File: config.mk
export PLATFORM = sky130hd
export DESIGN_NAME = riio_gpi_bank
export DESIGN_NICKNAME = d
export VERILOG_FILES = /design/src/rtl/riio_gpi_pkg.sv /design/src/rtl/riio_gpi_chan.sv /design/src/rtl/riio_gpi_bank.sv
export SDC_FILE = /design/constraint.sdc
export NUM_CORES = 1
export LEC_CHECK = 0
export ABC_CLOCK_PERIOD_IN_PS = 2040
export CAP_MARGIN = 20
export CELL_PAD_IN_SITES_DETAIL_PLACEMENT = 1
export CELL_PAD_IN_SITES_GLOBAL_PLACEMENT = 2
export CORE_ASPECT_RATIO = 0.7
export CORE_UTILIZATION = 30
export DETAILED_ROUTE_END_ITERATION = 8
export GPL_ROUTABILITY_DRIVEN = 0
export PLACE_DENSITY_LB_ADDON = 0.2
export SETUP_SLACK_MARGIN = 0.05
export SLEW_MARGIN = 15
export SYNTH_ARGS = -nofsm -noshare
export SYNTH_HDL_FRONTEND = slang
export SYNTH_SLANG_ARGS = --single-unit
File: constraint.sdc
create_clock -name CLK_I -period 2.04 [get_ports CLK_I]
set_clock_uncertainty 0.2 [all_clocks]
set_input_delay 0.306 -clock CLK_I [delete_from_list [all_inputs] [get_ports CLK_I]]
set_output_delay 0.306 -clock CLK_I [all_outputs]
set_load 0.005 [all_outputs]
File: src/rtl/riio_gpi_pkg.sv
//------------------------------------------------------------------------------
// Module   : riio_gpi_pkg
// Brief    : Shared types and constants for the riio GPI bank.
// Revision : 1.0 - initial release
//------------------------------------------------------------------------------
`default_nettype none

package riio_gpi_pkg;

  // Per-channel pull mode, as carried on each 2-bit slice of MODE_I
  typedef enum logic [1:0] {
    NONE = 2'b00,
    PD   = 2'b01,
    PU   = 2'b10,
    KEEP = 2'b11
  } gpi_mode_e;

  // Bit positions inside each channel's 2-bit interrupt mask slice
  localparam int c_MASK_RISE = 0;
  localparam int c_MASK_FALL = 1;

endpackage

`default_nettype wire

File: src/rtl/riio_gpi_chan.sv
//------------------------------------------------------------------------------
// Module   : riio_gpi_chan
// Brief    : One GPI channel: synchroniser, glitch filter, edge detect,
//            sticky pending flag and pad pull decode.
// Revision : 1.0 - initial release
//------------------------------------------------------------------------------
`default_nettype none

module riio_gpi_chan
  import riio_gpi_pkg::*;
#(
  parameter int SYNC_STAGES = 2,
  parameter int FILT_W      = 8
) (
  input  logic              clk,
  input  logic              rst_n,
  input  logic              i_pad,
  input  logic              i_en,
  input  logic [1:0]        i_mode,
  input  logic [FILT_W-1:0] i_filt,
  input  logic [1:0]        i_mask,
  input  logic              i_clr,
  output logic              o_pu,
  output logic              o_pd,
  output logic              o_lvl,
  output logic              o_rise,
  output logic              o_fall,
  output logic              o_pend
);

  logic [SYNC_STAGES-1:0] r_sync;
  logic [FILT_W-1:0]      r_cnt;
  logic                   r_lvl;
  logic                   r_rise;
  logic                   r_fall;
  logic                   r_pend;

  logic                   w_s;
  logic [FILT_W-1:0]      w_f;
  logic                   w_thr_hit;
  logic                   w_set;
  logic                   w_keep_hi;
  gpi_mode_e              w_mode;

  assign w_s       = r_sync[SYNC_STAGES-1];
  // Thresholds 0 and 1 both collapse to a single-sample acceptance
  assign w_f       = (i_filt == '0) ? FILT_W'(1) : i_filt;
  // >= rather than == so a threshold lowered below the running count fires at once
  assign w_thr_hit = (r_cnt >= (w_f - FILT_W'(1)));
  assign w_set     = (r_rise & i_mask[c_MASK_RISE]) | (r_fall & i_mask[c_MASK_FALL]);
  assign w_mode    = gpi_mode_e'(i_mode);
  assign w_keep_hi = r_lvl & i_en;

  // Synchroniser chain for the asynchronous pad data; disabled channels read 0
  always_ff @(posedge clk or negedge rst_n) begin
    if (!rst_n) begin
      r_sync <= '0;
    end else if (!i_en) begin
      r_sync <= '0;
    end else begin
      r_sync <= {r_sync[SYNC_STAGES-2:0], i_pad};
    end
  end

  // Debounce filter: accept a new level after F consecutive differing samples
  always_ff @(posedge clk or negedge rst_n) begin
    if (!rst_n) begin
      r_cnt  <= '0;
      r_lvl  <= 1'b0;
      r_rise <= 1'b0;
      r_fall <= 1'b0;
    end else begin
      r_rise <= 1'b0;
      r_fall <= 1'b0;
      if (!i_en) begin
        // Disable drops the level silently, without an edge pulse
        r_cnt <= '0;
        r_lvl <= 1'b0;
      end else if (w_s == r_lvl) begin
        r_cnt <= '0;
      end else if (w_thr_hit) begin
        r_lvl  <= w_s;
        r_cnt  <= '0;
        r_rise <= w_s;
        r_fall <= ~w_s;
      end else if (r_cnt != '1) begin
        r_cnt <= r_cnt + FILT_W'(1);
      end
    end
  end

  // Sticky pending flag; a new set outranks a simultaneous clear
  always_ff @(posedge clk or negedge rst_n) begin
    if (!rst_n) begin
      r_pend <= 1'b0;
    end else begin
      r_pend <= w_set | (r_pend & ~i_clr);
    end
  end

  // Pad pull decode; keeper follows the registered level so it cannot glitch
  always_comb begin
    o_pu = 1'b0;
    o_pd = 1'b0;
    case (w_mode)
      NONE: begin
        o_pu = 1'b0;
        o_pd = 1'b0;
      end
      PD: o_pd = i_en;
      PU: o_pu = i_en;
      KEEP: begin
        o_pu = w_keep_hi;
        o_pd = ~w_keep_hi;
      end
      default: begin
        o_pu = 1'b0;
        o_pd = 1'b0;
      end
    endcase
  end

  assign o_lvl  = r_lvl;
  assign o_rise = r_rise;
  assign o_fall = r_fall;
  assign o_pend = r_pend;

endmodule

`default_nettype wire

File: src/rtl/riio_gpi_bank.sv
//------------------------------------------------------------------------------
// Module   : riio_gpi_bank
// Brief    : Multi-channel GPI bank serving one pad group; one channel
//            instance per pad plus the combined interrupt request.
// Revision : 1.0 - initial release
//------------------------------------------------------------------------------
`default_nettype none

module riio_gpi_bank
  import riio_gpi_pkg::*;
#(
  parameter int N_CH        = 8,
  parameter int SYNC_STAGES = 2,
  parameter int FILT_W      = 8
) (
  input  logic                CLK_I,
  input  logic                RSTN_I,
  input  logic [N_CH-1:0]     PAD_DI_I,
  input  logic [N_CH-1:0]     EN_I,
  input  logic [2*N_CH-1:0]   MODE_I,
  input  logic [FILT_W-1:0]   FILT_I,
  input  logic [2*N_CH-1:0]   IRQ_MASK_I,
  input  logic [N_CH-1:0]     IRQ_CLR_I,
  output logic [N_CH-1:0]     IE_O,
  output logic [N_CH-1:0]     PU_O,
  output logic [N_CH-1:0]     PD_O,
  output logic [N_CH-1:0]     LVL_O,
  output logic [N_CH-1:0]     RISE_O,
  output logic [N_CH-1:0]     FALL_O,
  output logic [N_CH-1:0]     PEND_O,
  output logic                IRQ_O
);

  // Pad receivers are enabled exactly when the channel is enabled
  assign IE_O  = EN_I;
  assign IRQ_O = |PEND_O;

  generate
    for (genvar i = 0; i < N_CH; i++) begin : g_chan
      riio_gpi_chan #(
        .SYNC_STAGES (SYNC_STAGES),
        .FILT_W      (FILT_W)
      ) u_chan (
        .clk    (CLK_I),
        .rst_n  (RSTN_I),
        .i_pad  (PAD_DI_I[i]),
        .i_en   (EN_I[i]),
        .i_mode (MODE_I[2*i +: 2]),
        .i_filt (FILT_I),
        .i_mask (IRQ_MASK_I[2*i +: 2]),
        .i_clr  (IRQ_CLR_I[i]),
        .o_pu   (PU_O[i]),
        .o_pd   (PD_O[i]),
        .o_lvl  (LVL_O[i]),
        .o_rise (RISE_O[i]),
        .o_fall (FALL_O[i]),
        .o_pend (PEND_O[i])
      );
    end
  endgenerate

endmodule

`default_nettype wire

==> impl_metrics.env, run 1 <==
export IMPL_wl_um=22100
export IMPL_insertion_delay_ps=370
export IMPL_place_area_sq_mm=0.00922
export IMPL_period_minus_slack_ps=3050
export IMPL_seqPwrFrac=0.442
export IMPL_cts_root_buf="clkbuf_16"
export IMPL_cts_buffers_inserted=9
export IMPL_track_usage=0.189
export IMPL_worst_pin_slew_ps=525
export IMPL_dieArea_sq_mm=0.0241
export IMPL_placementRows=46
export IMPL_switching_share=0.239
export IMPL_ioPinCount=123
export IMPL_ys_warn_count=0
export IMPL_dieHeight_um=130
export IMPL_grt_pass1_vias=6798
export IMPL_h_tree_depth=3
export IMPL_cp_arrival_ps=3110
export IMPL_synth_seq_cells=112
export IMPL_path_max_fanout=7
export IMPL_power_frac_comb=0.149
export IMPL_synth_ff_type="dfrtp_1"
export IMPL_synthTopCellsByArea="dfrtp_1, ha_1, buf_4"
export IMPL_register_area_sq_mm=0.00281
export IMPL_maxCapViolCount=0
export IMPL_cp_start_kind="input pin"
export IMPL_dr_total_vias=6440
export IMPL_finalPower_w=0.00509
export IMPL_fin_crit_sh=1.49
export IMPL_synth_cell_types=55
export IMPL_p_per_area_mw_per_mm2=488
export IMPL_whs_ps=151
export IMPL_hold_violations=0
export IMPL_clock_sinks=112
export IMPL_cts_tree="done"
export IMPL_syn_num_nets=882
export IMPL_violations="negative setup slack"
export IMPL_firstDrtPassIters=4
export IMPL_wl_per_cell_um=17.0
export IMPL_antennaDiodeCount=0
export IMPL_viasPerCell=4.96
export IMPL_status="finished, violations left"
export IMPL_worst_slack_ps=-1010
export IMPL_clkPwrFrac=0.409
export IMPL_die_w_um=185
export IMPL_portBuffers=122
export IMPL_criticalPathCategory="in -> reg"
export IMPL_synthArstFlopShare=1.00
export IMPL_avgSynthCellArea_sq_um=9.18
export IMPL_fmax_mhz=328
export IMPL_ys_top_cells_by_count="dfrtp_1, nor2_1, o21ai_0, buf_4, nand2_1"
export IMPL_synth_most_common_cell="dfrtp_1"
export IMPL_synth_edf_count=0
export IMPL_dp_hpwl_um=16600
export IMPL_multi_input_area_sq_mm=0.00434
export IMPL_final_nets=1096
export IMPL_vdd_drop_max_v=0.000427
export IMPL_grt_first_pass_wirelength_um=35200
export IMPL_fillers=2520
export IMPL_fin_area_sq_mm=0.0104
export IMPL_setup_violations=89
export IMPL_syn_cell_area_sq_mm=0.00704
export IMPL_slew_viol_final=0
export IMPL_grt_max_degree=49
export IMPL_antenna_left=0
export IMPL_slew_headroom=0.650
export IMPL_synth_top_area_frac=0.398
export IMPL_p_leak_nw=4.59
export IMPL_yosysSeqAreaShare=0.398
export IMPL_reg2reg_depth=8
export IMPL_hold_path_depth=3
export IMPL_synth_top_area_cell="dfrtp_1"
export IMPL_syn_to_final_growth_pct=48.2
export IMPL_grt_overflow_total=0
export IMPL_clk_pin_slew_ps=80
export IMPL_drive_gt1_frac=0.302
export IMPL_drtIter0Drc=208
export IMPL_min_path_type="in -> reg"
export IMPL_p_int_w=0.00388
export IMPL_start_util=0.308
export IMPL_rsz0062_at_grt="yes"
export IMPL_drcViolationCount=0
export IMPL_clockBufferDepth=2
export IMPL_critical_path_required_ps=2110
export IMPL_antenna_found_initial=0
export IMPL_core_region_area_sq_mm=0.0228
export IMPL_power_switching_w=0.00122
export IMPL_synthCells=767
export IMPL_cp_end_kind="flip-flop"
layer usage:
metal  track usage  share of wire  vias to the layer above
met3        0.0385          0.045                       27
li1              -              -                     3140
met2         0.321           0.47                      112
met5             0              0                        -
met4        0.0544          0.015                        0
met1         0.243           0.47                     3161
final cells by class:
class | instances | share of cell area
multi-input cells | 559 | 0.416
flip-flops and latches | 112 | 0.269
repair buffers | 274 | 0.235
well taps | 312 | 0.0374
clock buffers | 11 | 0.0233
clock inverters | 5 | 0.00995
inverters | 25 | 0.00947
per-stage QoR:
| step | util | setup slack [ps] | setup TNS (ps) | instances |
|---|---|---|---|---|
| 6_report | 0.457 | -1010 | -77230 | 1298 |
| 5_1_grt | 0.457 | -1140 | -89970 | 1298 |
| 4_1_cts | 0.440 | -986 | -75990 | 1287 |
| 3_5_place_dp | 0.404 | -1970 | -159590 | 1244 |
| 3_3_place_gp | 0.404 | -1760 | -145730 | 1244 |
| 2_1_floorplan | - | -1030 | -78090 | 767 |
cells in the final DEF, fill, tap and decap left out, drive strengths merged, types with 17 or more instances in the layout:
| master | instances |
|---|---|
| and2 | 17 |
| nor3 | 23 |
| dlygate4sd2 | 22 |
| nand3 | 47 |
| mux2i | 19 |
| xnor2 | 17 |
| buf | 160 |
| o21ai | 59 |
| nor2 | 81 |
| ha | 49 |
| dfrtp | 112 |
| and3 | 29 |
| nand2 | 54 |
| clkdlybuf4s50 | 89 |
| a21oi | 32 |
| inv | 24 |
registers in the layout, indices dropped and copies added, names as in the netlist:
name / flops
g_chan.u_chan.o_fall: 8
g_chan.u_chan.o_lvl: 8
g_chan.u_chan.o_pend: 8
g_chan.u_chan.o_rise: 8
g_chan.u_chan.r_cnt: 64
g_chan.u_chan.r_sync: 16
logic make-up after synthesis:
group,share of synthesized area
muxes,0.0270
AOI/OAI and AO/OA,0.163
xor gates and xnor gates,0.0361
buffers and inverters,0.0834
and+or+nand+nor,0.201
adders and majority gates,0.0914
DFF,0.398
power by group through the flow:
stage	Sequential [W]	Clock [W]	Combinational [W]
6_report	0.00225	0.00208	0.000757
2_1_floorplan	0.00229	0	0.000253
4_1_cts	0.00225	0.00215	0.000713
3_3_place_gp	0.00229	0	0.000629
3_5_place_dp	0.00230	0	0.000652
5_1_grt	0.00226	0.00222	0.000826
worst paths after layout:
path	from	to	slack [ps]
setup / recovery	FILT_I[1]	g_chan[7].u_chan.r_cnt[3]$_DFFE_PN0P_	-1010
hold reg to reg	g_chan[6].u_chan.r_sync[0]$_DFF_PN0_	g_chan[6].u_chan.r_sync[1]$_DFF_PN0_	260
max in group asynchronous	RSTN_I	g_chan[2].u_chan.o_pend$_DFF_PN0_	880
min in group asynchronous	RSTN_I	g_chan[3].u_chan.r_cnt[7]$_DFFE_PN0P_	170
hold / removal	EN_I[6]	g_chan[6].u_chan.r_sync[0]$_DFF_PN0_	150
setup reg to reg	g_chan[2].u_chan.r_cnt[2]$_DFFE_PN0P_	g_chan[2].u_chan.o_lvl$_DFFE_PN0P_	-330
critical path, cell delays in order:
cell	delay, ps
buf_8	100
nor4_4	270
a21o_1	240
clkinv_4	70
ha_4	180
nor3b_4	170
xnor2_4	270
buf_4	180
buf_6	90
ha_4	180
o21ai_1	70
a21oi_1	60
o21ai_1	120
a211oi_2	110
or3_4	430
a311oi_2	260
what timing repair did:
| item | 4_1_cts | 5_1_grt |
|---|---|---|
| hold buffers | 1 | 0 |
| buffers inserted | 26 | 11 |
| gates resized for setup | 127 | 61 |
| hold endpoints to repair | 112 | 0 |
| pin swaps | 44 | 37 |
| endpoints found under the setup margin | 109 | 92 |
Power figures use the tool's default switching activity.
==> inputs of run 2 (changes only) <==
--- a/config.mk
+++ b/config.mk
@@ -15,6 +15,7 @@
 export GPL_ROUTABILITY_DRIVEN = 0
 export PLACE_DENSITY_LB_ADDON = 0.2
 export SETUP_SLACK_MARGIN = 0.05
+export SKIP_CTS_REPAIR_TIMING = 1
 export SLEW_MARGIN = 15
 export SYNTH_ARGS = -nofsm -noshare
 export SYNTH_HDL_FRONTEND = slang
==> impl_metrics.env, run 2 (synthesis results as in run 1) <==
export IMPL_status="finished, violations left"
export IMPL_violations="negative setup slack"
export IMPL_die_w_um=185
export IMPL_viasPerCell=4.97
export IMPL_slew_viol_final=0
export IMPL_fin_setup_tns_ps=-76120
export IMPL_cts_buffers_inserted=9
export IMPL_cp_start_kind="input pin"
export IMPL_grt_overflow_total=0
export IMPL_clockBufferDepth=2
export IMPL_slowest_delay_ps=550
export IMPL_period_minus_slack_ps=3060
export IMPL_insertion_delay_ps=360
export IMPL_antenna_left=0
export IMPL_p_per_area_mw_per_mm2=488
export IMPL_critical_path_required_ps=2130
export IMPL_clock_sinks=112
export IMPL_cts_tree="done"
export IMPL_path_max_fanout=7
export IMPL_slowest_stage="or4_4"
export IMPL_wl_per_cell_um=17.1
export IMPL_dp_hpwl_um=16600
export IMPL_drtIter0Drc=209
export IMPL_power_switching_w=0.00120
export IMPL_power_frac_comb=0.144
export IMPL_worst_pin_slew_ps=532
export IMPL_vdd_drop_max_v=0.000423
export IMPL_dieHeight_um=130
export IMPL_grt_max_degree=49
export IMPL_place_area_sq_mm=0.00922
export IMPL_crit_path_cell_trace="dlymetal6s2s_1, nor3_2, a21o_1, buf_4, or3_4, xor2_4, buf_12, ha_2, or4_4, o2111ai_4, o211a_4, o2111ai_4, buf_4, nor2_1"
export IMPL_core_region_area_sq_mm=0.0228
export IMPL_clk_pin_slew_ps=80
export IMPL_hold_path_depth=3
export IMPL_firstDrtPassIters=5
export IMPL_antenna_found_initial=0
export IMPL_p_int_w=0.00386
export IMPL_final_nets=1085
export IMPL_cp_end_kind="flip-flop"
export IMPL_multi_input_area_sq_mm=0.00428
export IMPL_placementRows=46
export IMPL_reg2reg_depth=7
export IMPL_grt_first_pass_wirelength_um=33800
export IMPL_final_cell_mix="buf_4, dfrtp_1, clkdlybuf4s50_1, nor2_1"
export IMPL_setup_violations=88
export IMPL_min_path_type="in -> reg"
export IMPL_largest_reg_flops=64
export IMPL_criticalPathCategory="in -> reg"
export IMPL_fmax_mhz=327
export IMPL_clkPwrFrac=0.411
export IMPL_cp_buffers_inverters=4
export IMPL_drcViolationCount=0
export IMPL_mostFrequentLayoutCell="buf_4"
export IMPL_syn_to_final_growth_pct=47.3
export IMPL_top_register="g_chan.u_chan.r_cnt"
export IMPL_p_leak_nw=4.78
export IMPL_wl_um=22100
export IMPL_dr_total_vias=6398
export IMPL_cts_root_buf="clkbuf_16"
export IMPL_worst_path_stages=14
export IMPL_crit_family="simple AND/OR/NAND/NOR gates"
export IMPL_portBuffers=122
export IMPL_fin_crit_sh=1.50
export IMPL_fin_area_sq_mm=0.0104
export IMPL_worst_slack_ps=-1020
export IMPL_cp_arrival_ps=3160
export IMPL_fillers=2533
export IMPL_grt_pass1_vias=6534
export IMPL_register_area_sq_mm=0.00281
export IMPL_track_usage=0.181
export IMPL_start_util=0.308
export IMPL_drive_gt1_frac=0.274
export IMPL_hold_violations=0
export IMPL_maxCapViolCount=0
export IMPL_seqPwrFrac=0.445
export IMPL_top_regs="g_chan.u_chan.r_cnt: 64 flops, g_chan.u_chan.r_sync: 16 flops"
export IMPL_dieArea_sq_mm=0.0241
export IMPL_ioPinCount=123
export IMPL_rsz0062_at_grt="yes"
export IMPL_slew_headroom=0.645
export IMPL_h_tree_depth=3
export IMPL_switching_share=0.238
run 2: cell types whose count changed in the layout (fill, tap and decap cells not counted), sizes merged:
cell / change
dlymetal6s2s: +24
dlygate4sd2: -22
buf: -15
clkbuf: +2
diode: +1
run 2: path summary, 6_finish.rpt:
check | start | end | slack, ps
max | FILT_I[5] | g_chan[5].u_chan.r_cnt[5]$_DFFE_PN0P_ | -1020
min | EN_I[6] | g_chan[6].u_chan.r_sync[0]$_DFF_PN0_ | 160
max reg2reg | g_chan[5].u_chan.r_cnt[1]$_DFFE_PN0P_ | g_chan[5].u_chan.r_cnt[5]$_DFFE_PN0P_ | -340
min reg2reg | g_chan[6].u_chan.r_sync[0]$_DFF_PN0_ | g_chan[6].u_chan.r_sync[1]$_DFF_PN0_ | 260
max in group asynchronous | RSTN_I | g_chan[5].u_chan.o_lvl$_DFFE_PN0P_ | 870
min in group asynchronous | RSTN_I | g_chan[7].u_chan.r_cnt[6]$_DFFE_PN0P_ | 180
run 2: final cells by class:
class | count | area share
timing repair buffer | 263 | 0.235
antenna | 1 | 0.000241
inverter | 25 | 0.00953
multi-input combinational | 559 | 0.413
tap | 312 | 0.0377
clock inverter | 5 | 0.0100
sequential | 112 | 0.271
clock buffer | 11 | 0.0234
run 2: worst register-to-register path, cell delays in order, from the launching register on:
cell,delay [ps]
dfrtp_1,430
ha_1,240
or4_4,520
o2111ai_4,220
o211a_4,200
o2111ai_4,220
buf_4,210
nor2_1,80
run 2: per-layer routing:
layer	GRT usage	routed length, um	up-vias
met1	0.236	10500	3156
li1	-	-	3124
met3	0.0396	774	23
met2	0.300	10500	95
met4	0.0574	278	0
met5	0	0	-
run 2: through the flow:
step	std cells	hold WS [ps]	worst slack (ps)	total power, W	util
after CTS	1260	-386	-1560	0.00506	0.419
after floorplan	767	-190	-1030	0.00254	-
after global placement	1244	13.7	-1760	0.00292	0.404
after global routing	1287	186	-1130	0.00528	0.454
after detailed placement	1244	15.6	-1970	0.00295	0.404
final	1288	158	-1020	0.00506	0.454
run 2: power groups by stage:
stage               combinational, W  clock (W)  sequential [W]
global placement            0.000629          0         0.00229
global route                0.000795    0.00223         0.00226
finish                      0.000729    0.00208         0.00225
detailed placement          0.000652          0         0.00230
floorplan                   0.000253          0         0.00229
CTS                         0.000657    0.00215         0.00225
==> inputs of run 3 (changes only) <==
--- a/config.mk
+++ b/config.mk
@@ -19,4 +19,5 @@
 export SLEW_MARGIN = 15
 export SYNTH_ARGS = -nofsm -noshare
 export SYNTH_HDL_FRONTEND = slang
+export SYNTH_HIERARCHICAL = 1
 export SYNTH_SLANG_ARGS = --single-unit
==> impl_metrics.env, run 3 <==
export IMPL_status="finished, violations left"
export IMPL_violations="design-rule violations, negative setup slack"
export IMPL_core_region_area_sq_mm=0.0248
export IMPL_p_per_area_mw_per_mm2=423
export IMPL_cp_start_kind="input pin"
export IMPL_synthArstFlopShare=1.00
export IMPL_synth_cell_types=33
export IMPL_cts_tree="done"
export IMPL_grt_overflow_total=0
export IMPL_synth_top_area_frac=0.368
export IMPL_viasPerCell=5.00
export IMPL_grt_max_degree=35
export IMPL_dieArea_sq_mm=0.0260
export IMPL_ys_top_cells_by_count="dfrtp_1, nor2_1, ha_1, nand2_1, a21oi_1"
export IMPL_fmax_mhz=339
export IMPL_critical_path_required_ps=2130
export IMPL_wl_um=23500
export IMPL_vdd_drop_max_v=0.000402
export IMPL_slew_viol_final=0
export IMPL_cp_end_kind="flip-flop"
export IMPL_dp_slack_ps=-1680
export IMPL_synth_seq_cells=112
export IMPL_hold_violations=0
export IMPL_hold_path_depth=3
export IMPL_dieHeight_um=135
export IMPL_cp_arrival_ps=3040
export IMPL_period_minus_slack_ps=2950
export IMPL_fin_crit_sh=1.45
export IMPL_antenna_left=0
export IMPL_path_max_fanout=8
export IMPL_min_path_type="in -> reg"
export IMPL_ys_warn_count=6
export IMPL_drcViolationCount=30
export IMPL_cts_buffers_inserted=9
export IMPL_dp_hpwl_um=16200
export IMPL_setup_violations=88
export IMPL_synth_edf_count=0
export IMPL_top_register="g_chan.u_chan/r_cnt"
export IMPL_synth_ff_type="dfrtp_1"
export IMPL_place_area_sq_mm=0.0103
export IMPL_antennaDiodeCount=0
export IMPL_syn_num_nets=973
export IMPL_mostFrequentLayoutCell="buf_4"
export IMPL_largest_reg_flops=64
export IMPL_h_tree_depth=3
export IMPL_p_leak_nw=5.47
export IMPL_synth_most_common_cell="dfrtp_1"
export IMPL_synth_top_area_cell="dfrtp_1"
export IMPL_syn_to_final_growth_pct=57.8
export IMPL_slew_headroom=0.693
export IMPL_dr_total_vias=7307
export IMPL_wl_per_cell_um=16.1
export IMPL_portBuffers=122
export IMPL_maxCapViolCount=0
export IMPL_die_w_um=192
export IMPL_clk_pin_slew_ps=80
export IMPL_antenna_found_initial=0
export IMPL_start_util=0.307
export IMPL_grt_first_pass_wirelength_um=34900
export IMPL_finalPower_w=0.00509
export IMPL_drive_gt1_frac=0.341
export IMPL_top_regs="g_chan.u_chan/r_cnt: 64 flops, g_chan.u_chan/r_sync: 16 flops"
export IMPL_final_nets=1276
export IMPL_whs_ps=173
export IMPL_synthCells=827
export IMPL_clock_sinks=112
export IMPL_reg2reg_depth=5
export IMPL_fin_setup_tns_ps=-67790
export IMPL_synthTopCellsByArea="dfrtp_1, ha_1, xnor2_1"
export IMPL_fin_area_sq_mm=0.0120
export IMPL_ioPinCount=123
export IMPL_clockBufferDepth=2
export IMPL_placementRows=48
export IMPL_firstDrtPassIters=6
export IMPL_criticalPathCategory="in -> reg"
export IMPL_yosysSeqAreaShare=0.368
export IMPL_worst_slack_ps=-909
export IMPL_track_usage=0.167
export IMPL_grt_pass1_vias=6952
export IMPL_worst_pin_slew_ps=455
export IMPL_insertion_delay_ps=370
export IMPL_rsz0062_at_grt="yes"
export IMPL_cts_root_buf="clkbuf_16"
export IMPL_syn_cell_area_sq_mm=0.00762
export IMPL_avgSynthCellArea_sq_um=9.21
export IMPL_drtIter0Drc=341
export IMPL_final_cell_mix="buf_4, dfrtp_1, clkdlybuf4s50_1, ha_1, nand2_1"
[run 3: worst max-delay path, cell delays in order]
cell,delay (ps)
buf_8,100
buf_12,120
buf_4,130
or4_4,500
nor3_4,170
a21oi_2,90
ha_2,200
xnor2_2,140
ha_1,300
a211oi_2,240
o21ai_2,100
a211o_4,420
nor3_4,210
[run 3: cell families (layout without fill, tap and decap cells)]
group / after synthesis / after routing / share of synthesized area
AO/OA/AOI/OAI: 168 / 168 / 0.134
XOR/XNOR: 56 / 56 / 0.0644
buffers and inverters: 48 / 356 / 0.0276
flip-flops: 112 / 112 / 0.368
multiplexers: 24 / 24 / 0.0315
AND/OR/NAND/NOR: 339 / 339 / 0.243
adder cells (fa/ha/maj): 80 / 80 / 0.131
[run 3: report_power, final]
group | leakage [nW] | total (W) | internal (W) | switching [W]
Sequential | 1.54 | 0.00225 | 0.00224 | 0.0000174
Combinational | 3.79 | 0.000978 | 0.000519 | 0.000459
Clock | 0.147 | 0.00186 | 0.000967 | 0.000891
Total | 5.47 | 0.00509 | 0.00372 | 0.00137
[run 3: final timing paths]
kind / start / to / slack, ps
worst max-delay path: FILT_I[4] / g_chan[7].u_chan/r_cnt[6]$_DFFE_PN0P_ / -910
worst min-delay path: EN_I[4] / g_chan[4].u_chan/r_sync[1]$_DFF_PN0_ / 170
worst max register to register: g_chan[3].u_chan/r_cnt[1]$_DFFE_PN0P_ / g_chan[3].u_chan/r_cnt[0]$_DFFE_PN0P_ / 10
worst min register to register: g_chan[0].u_chan/r_sync[0]$_DFF_PN0_ / g_chan[0].u_chan/r_sync[1]$_DFF_PN0_ / 260
max in group asynchronous: RSTN_I / g_chan[3].u_chan/r_cnt[1]$_DFFE_PN0P_ / 830
min in group asynchronous: RSTN_I / g_chan[1].u_chan/r_sync[0]$_DFF_PN0_ / 220
[run 3: per-layer routing]
layer,part of all wire,global-route usage,vias to the layer above
li1,-,-,3645
met1,0.51,0.253,3502
met2,0.43,0.235,136
met3,0.044,0.0394,24
met4,0.015,0.0420,0
met5,0,0,-
[run 3: layout make-up]
cell class | instances | area, sq um
Fill cell | 2787 | 12800
Multi-Input combinational cell | 667 | 5460
Timing Repair Buffer | 300 | 2890
Sequential cell | 112 | 2810
Tap cell | 325 | 407
Clock buffer | 9 | 225
Inverter | 40 | 150
Clock inverter | 7 | 77.6
[run 3: per-stage QoR]
stage | instances | utilization
finish | 1460 | 0.485
global route | 1460 | 0.485
CTS | 1410 | 0.427
detailed placement | 1394 | 0.415
global placement | 1394 | 0.415
floorplan | 827 | -
